### config.mk
export PLATFORM = sky130hd
export DESIGN_NAME = mc_ctrl_fsm_v2_flat
export DESIGN_NICKNAME = d
export VERILOG_FILES = /design/src/rtl/mc_ctrl_pkg.sv /design/src/rtl/mc_ctrl_fsm_v2_if.sv /design/src/rtl/mc_ctrl_decode.sv /design/src/rtl/mc_ctrl_fsm_v2.sv /design/src/flat_wrapper.sv
export SDC_FILE = /design/constraint.sdc
export NUM_CORES = 1
export LEC_CHECK = 0
export BUFFER_PORTS_ARGS = -buffer_cell sky130_fd_sc_hd__buf_2
export CORE_MARGIN = 2
export CORE_UTILIZATION = 35
export CTS_CLUSTER_DIAMETER = 200
export DETAILED_ROUTE_END_ITERATION = 16
export PLACE_DENSITY = 0.7
export SYNTH_ARGS = -nofsm -noshare
export SYNTH_HDL_FRONTEND = slang
export SYNTH_HIERARCHICAL = 1
export SYNTH_SLANG_ARGS = --single-unit
### constraint.sdc
create_clock -name clk -period 5.25 [get_ports clk]
set_input_delay 0.7875 -clock clk [delete_from_list [all_inputs] [get_ports clk]]
set_output_delay 0.7875 -clock clk [all_outputs]
set_load 0.02 [all_outputs]
### src/rtl/mc_ctrl_pkg.sv
// Shared definitions for the multicycle MIPS-subset control FSM: opcodes, funct codes, states and
// datapath select codes.
package mc_ctrl_pkg;

  localparam logic [5:0] OP_RTYPE = 6'h00;
  localparam logic [5:0] OP_J     = 6'h02;
  localparam logic [5:0] OP_JAL   = 6'h03;
  localparam logic [5:0] OP_BEQ   = 6'h04;
  localparam logic [5:0] OP_BNE   = 6'h05;
  localparam logic [5:0] OP_ADDI  = 6'h08;
  localparam logic [5:0] OP_XORI  = 6'h0e;
  localparam logic [5:0] OP_LW    = 6'h23;
  localparam logic [5:0] OP_SW    = 6'h2b;

  localparam logic [5:0] F_ADD = 6'h20;
  localparam logic [5:0] F_SUB = 6'h22;
  localparam logic [5:0] F_SLT = 6'h2a;
  localparam logic [5:0] F_JR  = 6'h08;

  localparam int unsigned ALU_ADD = 0;
  localparam int unsigned ALU_SUB = 1;
  localparam int unsigned ALU_XOR = 2;
  localparam int unsigned ALU_SLT = 3;

  localparam int unsigned SRCB_ZERO = 0;
  localparam int unsigned SRCB_IMM  = 1;
  localparam int unsigned SRCB_REGB = 2;
  localparam int unsigned SRCB_FOUR = 3;
  localparam int unsigned SRCB_REGA = 4;

  localparam logic [1:0] PCSRC_HOLD = 2'd0;
  localparam logic [1:0] PCSRC_ALU  = 2'd1;
  localparam logic [1:0] PCSRC_JUMP = 2'd2;

  localparam int unsigned BR_NONE = 0;
  localparam int unsigned BR_EQ   = 1;
  localparam int unsigned BR_NE   = 2;

  typedef enum logic [4:0] {
    StIf        = 5'd0,
    StIdDec     = 5'd1,
    StIdJ       = 5'd2,
    StIdJal     = 5'd3,
    StIdBr      = 5'd4,
    StExBeq     = 5'd5,
    StExBne     = 5'd6,
    StExMemAddi = 5'd7,
    StExXori    = 5'd8,
    StExAdd     = 5'd9,
    StExSub     = 5'd10,
    StExSlt     = 5'd11,
    StExJr      = 5'd12,
    StMemLw     = 5'd13,
    StMemSw     = 5'd14,
    StWbLw      = 5'd15,
    StWbImm     = 5'd16,
    StWbR       = 5'd17,
    StTrap      = 5'd18
  } state_e;

  // ALU operation for a legal R-type arithmetic funct; JR and unknown codes fall back to add.
  function automatic int unsigned rtype_alu(input logic [5:0] funct);
    int unsigned op;
    case (funct)
      F_SUB:   op = ALU_SUB;
      F_SLT:   op = ALU_SLT;
      default: op = ALU_ADD;
    endcase
    return op;
  endfunction

endpackage

### src/rtl/mc_ctrl_fsm_v2_if.sv
// Instruction/memory handshake and datapath control bundle between the control FSM and the datapath.
interface mc_ctrl_fsm_v2_if #(
  parameter int unsigned ALUOP_W  = 3,
  parameter int unsigned SRCB_W   = 3,
  parameter int unsigned BRANCH_W = 4
);

  logic [31:0]         instruction;
  logic                mem_ready;
  logic                mem_req;
  logic                PC_WE;
  logic                Mem_WE;
  logic                IR_WE;
  logic                ALUSrcA;
  logic                Dst;
  logic                RegIn;
  logic                Reg_WE;
  logic                JAL;
  logic [1:0]          PCSrc;
  logic [SRCB_W-1:0]   ALUSrcB;
  logic [ALUOP_W-1:0]  ALUop;
  logic [BRANCH_W-1:0] Branch;
  logic                trap;
  logic [4:0]          state_o;

  modport master (
    input  instruction, mem_ready,
    output mem_req, PC_WE, Mem_WE, IR_WE, ALUSrcA, Dst, RegIn, Reg_WE, JAL,
           PCSrc, ALUSrcB, ALUop, Branch, trap, state_o
  );

  modport slave (
    output instruction, mem_ready,
    input  mem_req, PC_WE, Mem_WE, IR_WE, ALUSrcA, Dst, RegIn, Reg_WE, JAL,
           PCSrc, ALUSrcB, ALUop, Branch, trap, state_o
  );

endinterface

### src/rtl/mc_ctrl_decode.sv
// Combinational instruction decode: picks the state that follows ID_DEC and flags illegal encodings.
module mc_ctrl_decode
  import mc_ctrl_pkg::*;
(
  input  logic [5:0] opcode,
  input  logic [5:0] funct,
  output state_e     dispatch,
  output logic       illegal
);

  always_comb begin
    dispatch = StIf;
    illegal  = 1'b0;
    case (opcode)
      OP_J:                   dispatch = StIdJ;
      OP_JAL:                 dispatch = StIdJal;
      OP_BEQ, OP_BNE:         dispatch = StIdBr;
      OP_LW, OP_SW, OP_ADDI:  dispatch = StExMemAddi;
      OP_XORI:                dispatch = StExXori;
      // funct is only meaningful for opcode 0; any other opcode ignores it entirely
      OP_RTYPE: begin
        case (funct)
          F_ADD:   dispatch = StExAdd;
          F_SUB:   dispatch = StExSub;
          F_SLT:   dispatch = StExSlt;
          F_JR:    dispatch = StExJr;
          default: illegal  = 1'b1;
        endcase
      end
      default: illegal = 1'b1;
    endcase
  end

endmodule

### src/rtl/mc_ctrl_fsm_v2.sv
// Multicycle MIPS-subset control FSM with mem_req/mem_ready wait states and a memory wait counter.
// Define CTRL_TRAP_EN to route illegal instructions and memory timeouts to a sticky TRAP state.
module mc_ctrl_fsm_v2
  import mc_ctrl_pkg::*;
#(
  parameter int unsigned ALUOP_W     = 3,
  parameter int unsigned SRCB_W      = 3,
  parameter int unsigned BRANCH_W    = 4,
  parameter int unsigned MEM_TIMEOUT = 15
) (
  input  logic               clk,
  input  logic               reset_n,
  mc_ctrl_fsm_v2_if.master   bus
);

  localparam int unsigned CntW = $clog2(MEM_TIMEOUT + 1);

  state_e          state_q, state_d;
  state_e          dispatch;
  logic            illegal;
  logic [CntW-1:0] wait_q, wait_d;
  logic [5:0]      opcode, funct;
  logic            in_wait;

  assign opcode  = bus.instruction[31:26];
  assign funct   = bus.instruction[5:0];
  assign in_wait = (state_q == StIf) || (state_q == StMemLw) || (state_q == StMemSw);

  mc_ctrl_decode u_decode (
    .opcode   (opcode),
    .funct    (funct),
    .dispatch (dispatch),
    .illegal  (illegal)
  );

  // Counter is zero outside wait states, so every wait state is entered with a clean count.
  always_comb begin
    wait_d = '0;
    if (in_wait && !bus.mem_ready) begin
      wait_d = (wait_q == CntW'(MEM_TIMEOUT)) ? wait_q : wait_q + 1'b1;
    end
  end

  always_comb begin
    state_d = state_q;
    unique case (state_q)
      StIf:        if (bus.mem_ready) state_d = StIdDec;
      StIdDec: begin
        if (illegal) begin
`ifdef CTRL_TRAP_EN
          state_d = StTrap;
`else
          state_d = StIf;
`endif
        end else begin
          state_d = dispatch;
        end
      end
      StIdBr:      state_d = (opcode == OP_BNE) ? StExBne : StExBeq;
      StExMemAddi: begin
        case (opcode)
          OP_LW:   state_d = StMemLw;
          OP_SW:   state_d = StMemSw;
          default: state_d = StWbImm;
        endcase
      end
      StExXori:                   state_d = StWbImm;
      StExAdd, StExSub, StExSlt:  state_d = StWbR;
      StMemLw:     if (bus.mem_ready) state_d = StWbLw;
      StMemSw:     if (bus.mem_ready) state_d = StIf;
      StIdJ, StIdJal, StExBeq, StExBne, StExJr, StWbLw, StWbImm, StWbR: state_d = StIf;
`ifdef CTRL_TRAP_EN
      StTrap:      state_d = StTrap;
`endif
      default:     state_d = StIf;
    endcase
`ifdef CTRL_TRAP_EN
    // A completion on the saturating cycle still wins; only a further stall times out.
    if (in_wait && !bus.mem_ready && (wait_q == CntW'(MEM_TIMEOUT))) state_d = StTrap;
`endif
  end

  always_ff @(posedge clk) begin
    if (!reset_n) begin
      state_q <= StIf;
      wait_q  <= '0;
    end else begin
      state_q <= state_d;
      wait_q  <= wait_d;
    end
  end

  // Everything is held at zero during reset so an aborted access never sees a write strobe.
  always_comb begin
    bus.mem_req = 1'b0;
    bus.PC_WE   = 1'b0;
    bus.Mem_WE  = 1'b0;
    bus.IR_WE   = 1'b0;
    bus.ALUSrcA = 1'b0;
    bus.Dst     = 1'b0;
    bus.RegIn   = 1'b0;
    bus.Reg_WE  = 1'b0;
    bus.JAL     = 1'b0;
    bus.PCSrc   = PCSRC_HOLD;
    bus.ALUSrcB = SRCB_W'(SRCB_ZERO);
    bus.ALUop   = ALUOP_W'(ALU_ADD);
    bus.Branch  = BRANCH_W'(BR_NONE);
    bus.trap    = 1'b0;
    if (reset_n) begin
      unique case (state_q)
        StIf: begin
          bus.mem_req = 1'b1;
          bus.ALUSrcB = SRCB_W'(SRCB_FOUR);
          bus.PCSrc   = PCSRC_ALU;
          bus.PC_WE   = bus.mem_ready;
          bus.IR_WE   = bus.mem_ready;
        end
        StIdJ, StIdJal: begin
          bus.PC_WE  = 1'b1;
          bus.PCSrc  = PCSRC_JUMP;
          bus.JAL    = (state_q == StIdJal);
          bus.RegIn  = (state_q == StIdJal);
          bus.Reg_WE = (state_q == StIdJal);
        end
        StExBeq, StExBne: begin
          bus.ALUSrcA = 1'b1;
          bus.ALUSrcB = SRCB_W'(SRCB_REGB);
          bus.ALUop   = ALUOP_W'(ALU_SUB);
          bus.Branch  = (state_q == StExBne) ? BRANCH_W'(BR_NE) : BRANCH_W'(BR_EQ);
        end
        StExJr: begin
          bus.ALUSrcA = 1'b1;
          bus.ALUSrcB = SRCB_W'(SRCB_REGA);
          bus.PCSrc   = PCSRC_ALU;
          bus.PC_WE   = 1'b1;
        end
        // IR is stable after fetch, so the opcode recreates the EX ALU setup during WB.
        StExMemAddi, StExXori, StWbImm: begin
          bus.ALUSrcA = 1'b1;
          bus.ALUSrcB = SRCB_W'(SRCB_IMM);
          bus.ALUop   = (opcode == OP_XORI) ? ALUOP_W'(ALU_XOR) : ALUOP_W'(ALU_ADD);
          bus.RegIn   = (state_q == StWbImm);
          bus.Reg_WE  = (state_q == StWbImm);
        end
        StExAdd, StExSub, StExSlt, StWbR: begin
          bus.ALUSrcA = 1'b1;
          bus.ALUSrcB = SRCB_W'(SRCB_REGB);
          bus.ALUop   = ALUOP_W'(rtype_alu(funct));
          bus.Dst     = (state_q == StWbR);
          bus.RegIn   = (state_q == StWbR);
          bus.Reg_WE  = (state_q == StWbR);
        end
        StMemLw:  bus.mem_req = 1'b1;
        StMemSw: begin
          bus.mem_req = 1'b1;
          bus.Mem_WE  = bus.mem_ready;
        end
        StWbLw:   bus.Reg_WE = 1'b1;
`ifdef CTRL_TRAP_EN
        StTrap:   bus.trap = 1'b1;
`endif
        default: ;
      endcase
    end
  end

  assign bus.state_o = reset_n ? state_q : 5'd0;

endmodule

### src/flat_wrapper.sv
// flat-port wrapper written by rule: the top's interface ports become plain ports
module mc_ctrl_fsm_v2_flat import mc_ctrl_pkg::*;
#(
  parameter int unsigned ALUOP_W     = 3,
  parameter int unsigned SRCB_W      = 3,
  parameter int unsigned BRANCH_W    = 4,
  parameter int unsigned MEM_TIMEOUT = 15
)
  (clk, reset_n, bus_instruction, bus_mem_ready, bus_mem_req, bus_PC_WE, bus_Mem_WE, bus_IR_WE, bus_ALUSrcA, bus_Dst, bus_RegIn, bus_Reg_WE, bus_JAL, bus_PCSrc, bus_ALUSrcB, bus_ALUop, bus_Branch, bus_trap, bus_state_o);
  mc_ctrl_fsm_v2_if #(.ALUOP_W(ALUOP_W), .SRCB_W(SRCB_W), .BRANCH_W(BRANCH_W)) bus_i ();
  input  logic clk;
  input  logic reset_n;
  input wire logic [$bits(bus_i.instruction)-1:0] bus_instruction;
  input wire logic [$bits(bus_i.mem_ready)-1:0] bus_mem_ready;
  output wire logic [$bits(bus_i.mem_req)-1:0] bus_mem_req;
  output wire logic [$bits(bus_i.PC_WE)-1:0] bus_PC_WE;
  output wire logic [$bits(bus_i.Mem_WE)-1:0] bus_Mem_WE;
  output wire logic [$bits(bus_i.IR_WE)-1:0] bus_IR_WE;
  output wire logic [$bits(bus_i.ALUSrcA)-1:0] bus_ALUSrcA;
  output wire logic [$bits(bus_i.Dst)-1:0] bus_Dst;
  output wire logic [$bits(bus_i.RegIn)-1:0] bus_RegIn;
  output wire logic [$bits(bus_i.Reg_WE)-1:0] bus_Reg_WE;
  output wire logic [$bits(bus_i.JAL)-1:0] bus_JAL;
  output wire logic [$bits(bus_i.PCSrc)-1:0] bus_PCSrc;
  output wire logic [$bits(bus_i.ALUSrcB)-1:0] bus_ALUSrcB;
  output wire logic [$bits(bus_i.ALUop)-1:0] bus_ALUop;
  output wire logic [$bits(bus_i.Branch)-1:0] bus_Branch;
  output wire logic [$bits(bus_i.trap)-1:0] bus_trap;
  output wire logic [$bits(bus_i.state_o)-1:0] bus_state_o;
  assign bus_i.instruction = bus_instruction;
  assign bus_i.mem_ready = bus_mem_ready;
  assign bus_mem_req = bus_i.mem_req;
  assign bus_PC_WE = bus_i.PC_WE;
  assign bus_Mem_WE = bus_i.Mem_WE;
  assign bus_IR_WE = bus_i.IR_WE;
  assign bus_ALUSrcA = bus_i.ALUSrcA;
  assign bus_Dst = bus_i.Dst;
  assign bus_RegIn = bus_i.RegIn;
  assign bus_Reg_WE = bus_i.Reg_WE;
  assign bus_JAL = bus_i.JAL;
  assign bus_PCSrc = bus_i.PCSrc;
  assign bus_ALUSrcB = bus_i.ALUSrcB;
  assign bus_ALUop = bus_i.ALUop;
  assign bus_Branch = bus_i.Branch;
  assign bus_trap = bus_i.trap;
  assign bus_state_o = bus_i.state_o;
  mc_ctrl_fsm_v2 #(.ALUOP_W(ALUOP_W), .SRCB_W(SRCB_W), .BRANCH_W(BRANCH_W), .MEM_TIMEOUT(MEM_TIMEOUT)) u_core (.clk(clk), .reset_n(reset_n), .bus(bus_i));
endmodule
==> results of run 1 <==
synth_stat cells, drive strengths merged, types with 3 or more instances:
library cell,count,share of area [%]
clkbuf,3,0.96
nand2b,7,3.7
buf,17,9.3
dfxtp,5,8.6
o21ai,8,3.4
nor2,27,9.5
nand3,5,2.1
nor2b,5,2.7
nor4,3,1.6
a21oi,8,3.4
and2,3,1.6
and4b,3,2.6
a211oi,5,3.2
nor3,17,7.3
nand2,12,3.8
inv,7,2.2
xnor2,3,2.2
worst max-delay path by stage:
stage | endpoint | cells past startpoint
after floorplan | bus_JAL | 3
after global placement | bus_ALUop[1] | 5
after detailed placement | u_core/state_q[2] | 9
after CTS | bus_ALUop[1] | 5
after global routing | bus_ALUop[0] | 6
final | bus_ALUop[1] | 5
cell type report:
| cell class | instances | area, um^2 | share of cell area (%) |
|---|---|---|---|
| well taps | 44 | 55.05 | 4.147 |
| repair buffers | 37 | 185.2 | 13.95 |
| inverters | 8 | 30.03 | 2.262 |
| multi-input cells | 151 | 930.9 | 70.12 |
| clock buffers | 4 | 26.28 | 1.979 |
| flip-flops and latches | 5 | 100.1 | 7.540 |
report_power, final:
part           internal [W]  leakage [nW]  switching [W]
Sequential        0.0000394        0.0406     0.00000635
Clock             0.0000288        0.0150      0.0000163
Combinational     0.0000285         0.517      0.0000461
worst min-delay path, delay by kind of cell, from the launching register on:
family / cells / cell delay [ns]
AOI/OAI and AO/OA: 1 / 0.09
DFF: 1 / 0.49
and+or+nand+nor: 1 / 0.20
stage by stage:
| step | worst slack, ns | cells | area (um^2) | hold WS [ns] | util, % |
|---|---|---|---|---|---|
| floorplan | 2.622 | 184 | 1181 | 0.6455 | - |
| global placement | 2.536 | 245 | 1301 | 0.8360 | 41.60 |
| detailed placement | 2.525 | 245 | 1301 | 0.8280 | 41.60 |
| CTS | 2.243 | 249 | 1328 | 0.8392 | 42.44 |
| global route | 2.071 | 249 | 1328 | 0.8747 | 42.44 |
| finish | 2.228 | 249 | 1328 | 0.8381 | 42.44 |
metal layers:
| layer | vias up | global-route usage [%] | part of all wire, % |
|---|---|---|---|
| li1 | 707 | - | - |
| met1 | 632 | 22.33 | 47 |
| met2 | 33 | 27.22 | 48 |
| met3 | 2 | 4.348 | 3.9 |
| met4 | 0 | 0.9119 | 0.49 |
| met5 | - | 0 | 0 |
kinds of logic after synthesis:
kind of cell | Yosys count
and+or+nand+nor | 95
DFF | 5
xor gates and xnor gates | 5
muxes | 1
buffers and inverters | 28
other | 2
AOI/OAI and AO/OA | 45
==> summary.txt, run 1 <==
Status
  • Status: finished, final reports clean

Clock network
  • Clock slew at reported path FFs: 0.05 ns
  • # Post-CTS Setup Buffers: 0
  • CTS tree: done
  • Root Driver: clkbuf_4
  • H-Tree Depth: 1
  • Clk sinks: 5
  • Total CTS buffers: 3
  • Clk Latency, worst-skew pair: 0.24 ns
  • Cts repair resizes: 0
  • Clk buf depth: 2
  • Cts hold-fix bufs: 0

Power and ir drop
  • Total power: 0.0001655 W
  • VDD IR-drop max: ~87 uV
  • Leakage power: 0.5726 nW
  • Power density over the cells: 124.6 nW/um^2

Setup path
  • Startpoint type of the worst setup path: register
  • Largest stage delay, worst path: 0.70 ns
  • CP Cell Sequence: nand2b_1 > nor3_1 > o211ai_1 > a21oi_1 > buf_2
  • RR Endpoint: u_core/state_q[1]
  • Worst r2r src: u_core/state_q[0]
  • R2R Setup Slk: 3.12 ns
  • Delay-heaviest family, CP: simple AND/OR/NAND/NOR gates
  • Critical Path End Type: output pin
  • Worst path buffer plus inverter count: 1
  • Worst Path Max Fanout: 17
  • Crit path max-delay cell type: dfxtp_1
  • R2R depth: 4
  • Setup Crit Path Kind: reg -> out
  • CP Data Arrival Time: 2.23 ns
  • Worst setup path startpoint: u_core/state_q[0]
  • Required @ worst endpoint: 4.46 ns

Cells and area
  • Area grow syn2layout: 13.48%
  • Most common cell after layout, fill and taps aside: buf_2
  • Final nets: 241
  • Fillers: ~330
  • Diodes inserted: 0
  • Largest Register: u_core/state_q
  • Largest registers: u_core/state_q: 5 flops
  • Max reg flops: 5
  • Layout cells sized above 1: 22.44%
  • Most frequent cells in the layout: buf_2 (37), nor2_1 (25), nor3_1 (17), nand2_1 (12), a21oi_1 (8)

Global route
  • Largest net degree at the start of global routing: 23
  • Vias in the first global route: 1120
  • First-pass GRT wire length: 4809 um
  • GRT Overall Usage: between 10% and 20%
  • Initial antenna violation count: 0
  • GRT Residual Overflow: 0

Routing
  • Remaining design rule violation count: 0
  • Routed Antenna Nets: 0
  • Via density: 5.518
  • Via Count: 1374
  • Initial DRT Pass Iterations: 4
  • Average wire per cell in the routed design: 12.37 um
  • Initial DRC count: 143
  • Final wirelength: 3080 um

STA
  • Layout Skew: around 0.0051 ns
  • RSZ-0062 raised after global routing: no
  • Final setup vio count: 0
  • Post-layout min period: a little over 3 ns
  • Final hold viol count: 0
  • Setup_tns: 0 ns
  • Final period utilization: 57.56%
  • Slew headroom: between 40 and 50%
  • Tightest Pin Transition: 0.7743 ns
  • Fmax: 0.3309 GHz
  • Slew Limit Fails: 0

Die
  • Die Ht: 61.82 um
  • Die area: 3821 um^2
  • Num rows: 20
  • DIE WIDTH: 61.82 um
  • Placeable Area: 3128 um^2
  • Initial Util: 37.40%
  • I/O Pins: 62

Synth
  • Synth unique cells: 58
  • Post-Syn Area: 1170 um^2
  • Seq/Total Area, Yosys: 8.556%
  • Ys async rst share: 0%
  • Synth warn: 6
  • Synth Flop Type: dfxtp_1
  • Post-synthesis mux area share: 0.9626%
  • Compound-gate portion of the synthesized area: 27.70%
  • Post-synthesis xor/xnor area fraction: 3.743%
  • Avg Cell Area, Syn: 6.463 um^2
  • Simple-Gate Fraction of Synth Area: 45.56%
  • Cells after Synth: 181
  • Post-synth EDFFs: 0
  • Synthesized-area fraction occupied by adder cells: 0%
  • Register bit count reported by yosys: 5
  • Largest family of logic cells by synthesized area: simple AND/OR/NAND/NOR gates

Worst hold path
  • Hold_sp: u_core/state_q[0]
  • Hold Path Cell Cnt: 2
  • Min-Delay Path Class: reg -> reg
  • Worst Hold Endpoint: u_core/state_q[0]

Job
  • Max Cap Viol: 0

Placed design
  • Port Buffer Count: 37
  • Post-detail-place hpwl: ~2300 um
  • GP Congestion: 0.8723
Note: power is estimated with default switching activity, not from simulation.
==> inputs of run 2 (changes only) <==
- ABC_AREA: default -> 1
- PLACE_DENSITY: 0.7 -> 0.74
- clock period: 5.25 -> 2.7 ns (I/O delays scaled with it)
==> run 2 against run 1 <==
  * Critical path depth increased by 1
  * Hold slack got worse by 0.30 ns
  * Combinational power increased by 73%
  * Highest routed layer is now met3
  * Register-to-register slack got worse by 1.8 ns
  * Critical endpoint is now bus_ALUSrcA
  * Core utilization about the same
  * Cell area decreased by 4.1%
  * Clock power increased by 94%
  * Sequential share of layout area increased by 0.32 points
  * Critical path type unchanged
  * First-iteration DRC count decreased by 63%
  * Power increased by 80%
  * Sequential power increased by 78%
  * Clock skew decreased by 0.0025 ns
==> summary.txt, run 2 <==
Die
  • Num rows: 20 (unchanged)
  • DIE WIDTH: 59.55 um (-3.7%)
  • I/O Pins: 62 (unchanged)
  • Die Ht: 59.55 um (-3.7%)
  • Die area: 3546 um^2 (-7.2%)
  • Initial Util: 35.96% (-1.4 points)
  • Placeable Area: 3003 um^2 (-4.0%)

Setup path
  • Worst path buffer plus inverter count: 1 (unchanged)
  • Startpoint type of the worst setup path: register
  • Crit path max-delay cell type: nor2_2
  • Required @ worst endpoint: 2.30 ns (-2.16 ns)
  • R2R Setup Slk: 1.35 ns (-1.77 ns)
  • Delay-heaviest family, CP: simple AND/OR/NAND/NOR gates
  • CP Data Arrival Time: 1.68 ns (-0.55 ns)
  • Largest stage delay, worst path: 0.38 ns (-0.32 ns)
  • CP Cell Sequence: nor2_2 > nand4_1 > nand2_1 > nor2_2 > a31oi_1 > buf_2
  • Setup Crit Path Kind: reg -> out
  • Critical Path End Type: output pin
  • Worst Path Max Fanout: 11 (-6)
  • Most used cell, CP: nor2_2

Synth
  • Top post-synthesis cells by area: nand2_1 (16%), nor2_1 (16%), nand3_1 (12%)
  • Synth warn: 6 (unchanged)
  • Leading area contributor after synthesis: nand2_1
  • Area share of the leading cell type in the synthesized netlist: 16.34% (+7.8 points)
  • Ys async rst share: 0% (unchanged)
  • Avg Cell Area, Syn: 5.069 um^2 (-22%)
  • Post-synth top cells: nand2_1 (47), nor2_1 (47), inv_1 (31)
  • Post-Syn Area: 1080 um^2 (-7.7%)
  • Post-synth EDFFs: 0 (unchanged)
  • Register bit count reported by yosys: 5 (unchanged)
  • Cells after Synth: 213 (+18%)
  • Synth unique cells: 25 (-57%)
  • Synth Flop Type: dfxtp_1
  • Seq/Total Area, Yosys: 9.270% (+0.71 points)

Global route
  • GRT Overall Usage: 14.57% (-1.8 points)
  • Initial antenna violation count: 0 (unchanged)
  • First-pass GRT wire length: 4195 um (-13%)
  • Vias in the first global route: 1084 (-3.2%)
  • Largest net degree at the start of global routing: 18 (-22%)
  • GRT Residual Overflow: 0 (unchanged)

Routing
  • Via density: 4.786 (-13%)
  • Initial DRC count: 53 (-63%)
  • Remaining design rule violation count: 0 (unchanged)
  • Via Count: 1345 (-2.1%)
  • Initial DRT Pass Iterations: 4 (unchanged)
  • Average wire per cell in the routed design: 9.075 um (-27%)
  • Final wirelength: 2550 um (-17%)
  • Routed Antenna Nets: 0 (unchanged)

Status
  • Status: finished, final reports clean

Power and ir drop
  • Internal power: 0.0001716 W (+78%)
  • Leakage power: 0.8135 nW (+42%)
  • Sequential power share: 27.3% (-0.3 points)
  • Power density over the cells: 233.8 nW/um^2 (+88%)
  • Sw Share: 42.36% (+0.79 points)
  • VDD IR-drop max: 89.46 uV (+2.7%)
  • Net Sw Power: 0.0001261 W (+83%)
  • Clock power frac: 29.3% (+2.1 points)
  • Comb pwr share: 43.4% (-1.7 points)

Cells and area
  • Largest Register: u_core/state_q
  • Largest registers: u_core/state_q: 5 flops
  • Layout cells sized above 1: 25.00% (+2.6 points)
  • Area grow syn2layout: 17.96%
  • Diodes inserted: 0 (unchanged)
  • Final instance area: 1274 um^2 (-4.1%)
  • Max reg flops: 5 (unchanged)
  • Most frequent cells in the layout: nand2_1 (47), nor2_1 (47), buf_2 (37), inv_1 (31), nand3_1 (25)
  • Final nets: 284 (+18%)
  • Fillers: 327 (-1.8%)

STA
  • Final period utilization: 77.11%
  • Fmax: about 0.48 GHz
  • Final hold viol count: 0 (unchanged)
  • Slew Limit Fails: 0 (unchanged)
  • Layout Skew: 0.002614 ns (-0.002533 ns)
  • Post-layout min period: 2.082 ns
  • Setup_tns: 0 ns (unchanged)
  • Final setup vio count: 0 (unchanged)
  • RSZ-0062 raised after global routing: no

Clock network
  • Cts repair resizes: 0 (unchanged)
  • Cts hold-fix bufs: 0 (unchanged)
  • CTS tree: done
  • H-Tree Depth: 1 (unchanged)
  • Clock slew at reported path FFs: 0.04 ns (about the same)
  • Clk sinks: 5 (unchanged)
  • Root Driver: clkbuf_4
  • Clk buf depth: 2 (unchanged)
  • # Post-CTS Setup Buffers: 0 (unchanged)
  • Total CTS buffers: 3 (unchanged)
  • Clk Latency, worst-skew pair: 0.24 ns (about the same)

Placed design
  • Post-detail-place hpwl: 2089 um (-8.2%)
  • Placed Area: 1247 um^2 (-4.1%)
  • GP Congestion: 0.8691 (-0.37%)
  • Port Buffer Count: 37 (unchanged)

Worst hold path
  • Min-Delay Path Class: in -> reg

Job
  • Max Cap Viol: 0 (unchanged)
## run 2: cell count changes after synthesis, sizes merged, moves of 7 or more
| cell | change |
|---|---|
| a21oi | -8 |
| buf | -8 |
| inv | +26 |
| nand2 | +40 |
| nand2b | -7 |
| nand3 | +23 |
| nand4 | +9 |
| nor2 | +30 |
| nor3 | -16 |
## run 2: layout make-up
type / count / area [um^2] / area share, %
well taps: 33 / 41.29 / 3.242
multi-input cells: 166 / 784.5 / 61.59
inverters: 36 / 136.4 / 10.71
clock buffers: 4 / 26.28 / 2.063
flip-flops and latches: 5 / 100.1 / 7.859
repair buffers: 37 / 185.2 / 14.54
## run 2: power by group through the flow
| stage | registers, W | logic [W] | clock network [W] |
|---|---|---|---|
| after floorplan | 0.0000812 | 0.0000953 | 0 |
| after global placement | 0.0000825 | 0.000127 | 0 |
| after detailed placement | 0.0000824 | 0.000128 | 0 |
| after CTS | 0.0000812 | 0.000128 | 0.0000892 |
| after global routing | 0.0000816 | 0.000146 | 0.0000931 |
| final | 0.0000813 | 0.000129 | 0.0000873 |
## run 2: cell families after synthesis
logic type,Yosys count,share of synthesized area [%]
simple gates,150,64.89
buf+inv,45,19.12
compound gates,11,6.025
flops,5,9.270
other cells,2,0.6955
## run 2: per-stage QoR
stage	hold slack, ns	setup WS, ns	instances	power, W	utilization, %
finish	0.5346	0.6180	281	0.0002978	42.42
global route	0.5475	0.4405	281	0.0003207	42.42
CTS	0.5282	0.5867	281	0.0002987	42.42
detailed placement	0.6154	0.8463	277	0.0002104	41.54
global placement	0.6115	0.8540	277	0.0002093	41.54
floorplan	0.6522	1.014	216	0.0001765	-
## run 2: path summary, 6_finish.rpt
check / depth (start not counted) / to / from
setup / recovery: 6 / bus_ALUSrcA / u_core/state_q[3]
hold / removal: 3 / u_core/state_q[4] / reset_n
setup reg to reg: 6 / u_core/state_q[1] / u_core/state_q[3]
hold reg to reg: 4 / u_core/state_q[1] / u_core/state_q[1]
## run 2: worst min-delay path: cells and delay by family
family	cells	cell delay, ns
buffers and inverters	2	0.23
AND/OR/NAND/NOR	1	0.10
## run 2: metal layers
layer	track usage [%]	up-vias	part of all wire, %
met5	0	-	0
met4	2.540	0	0
met3	1.310	0	5.5
met2	26.22	47	47
met1	18.95	572	48
li1	-	726	-
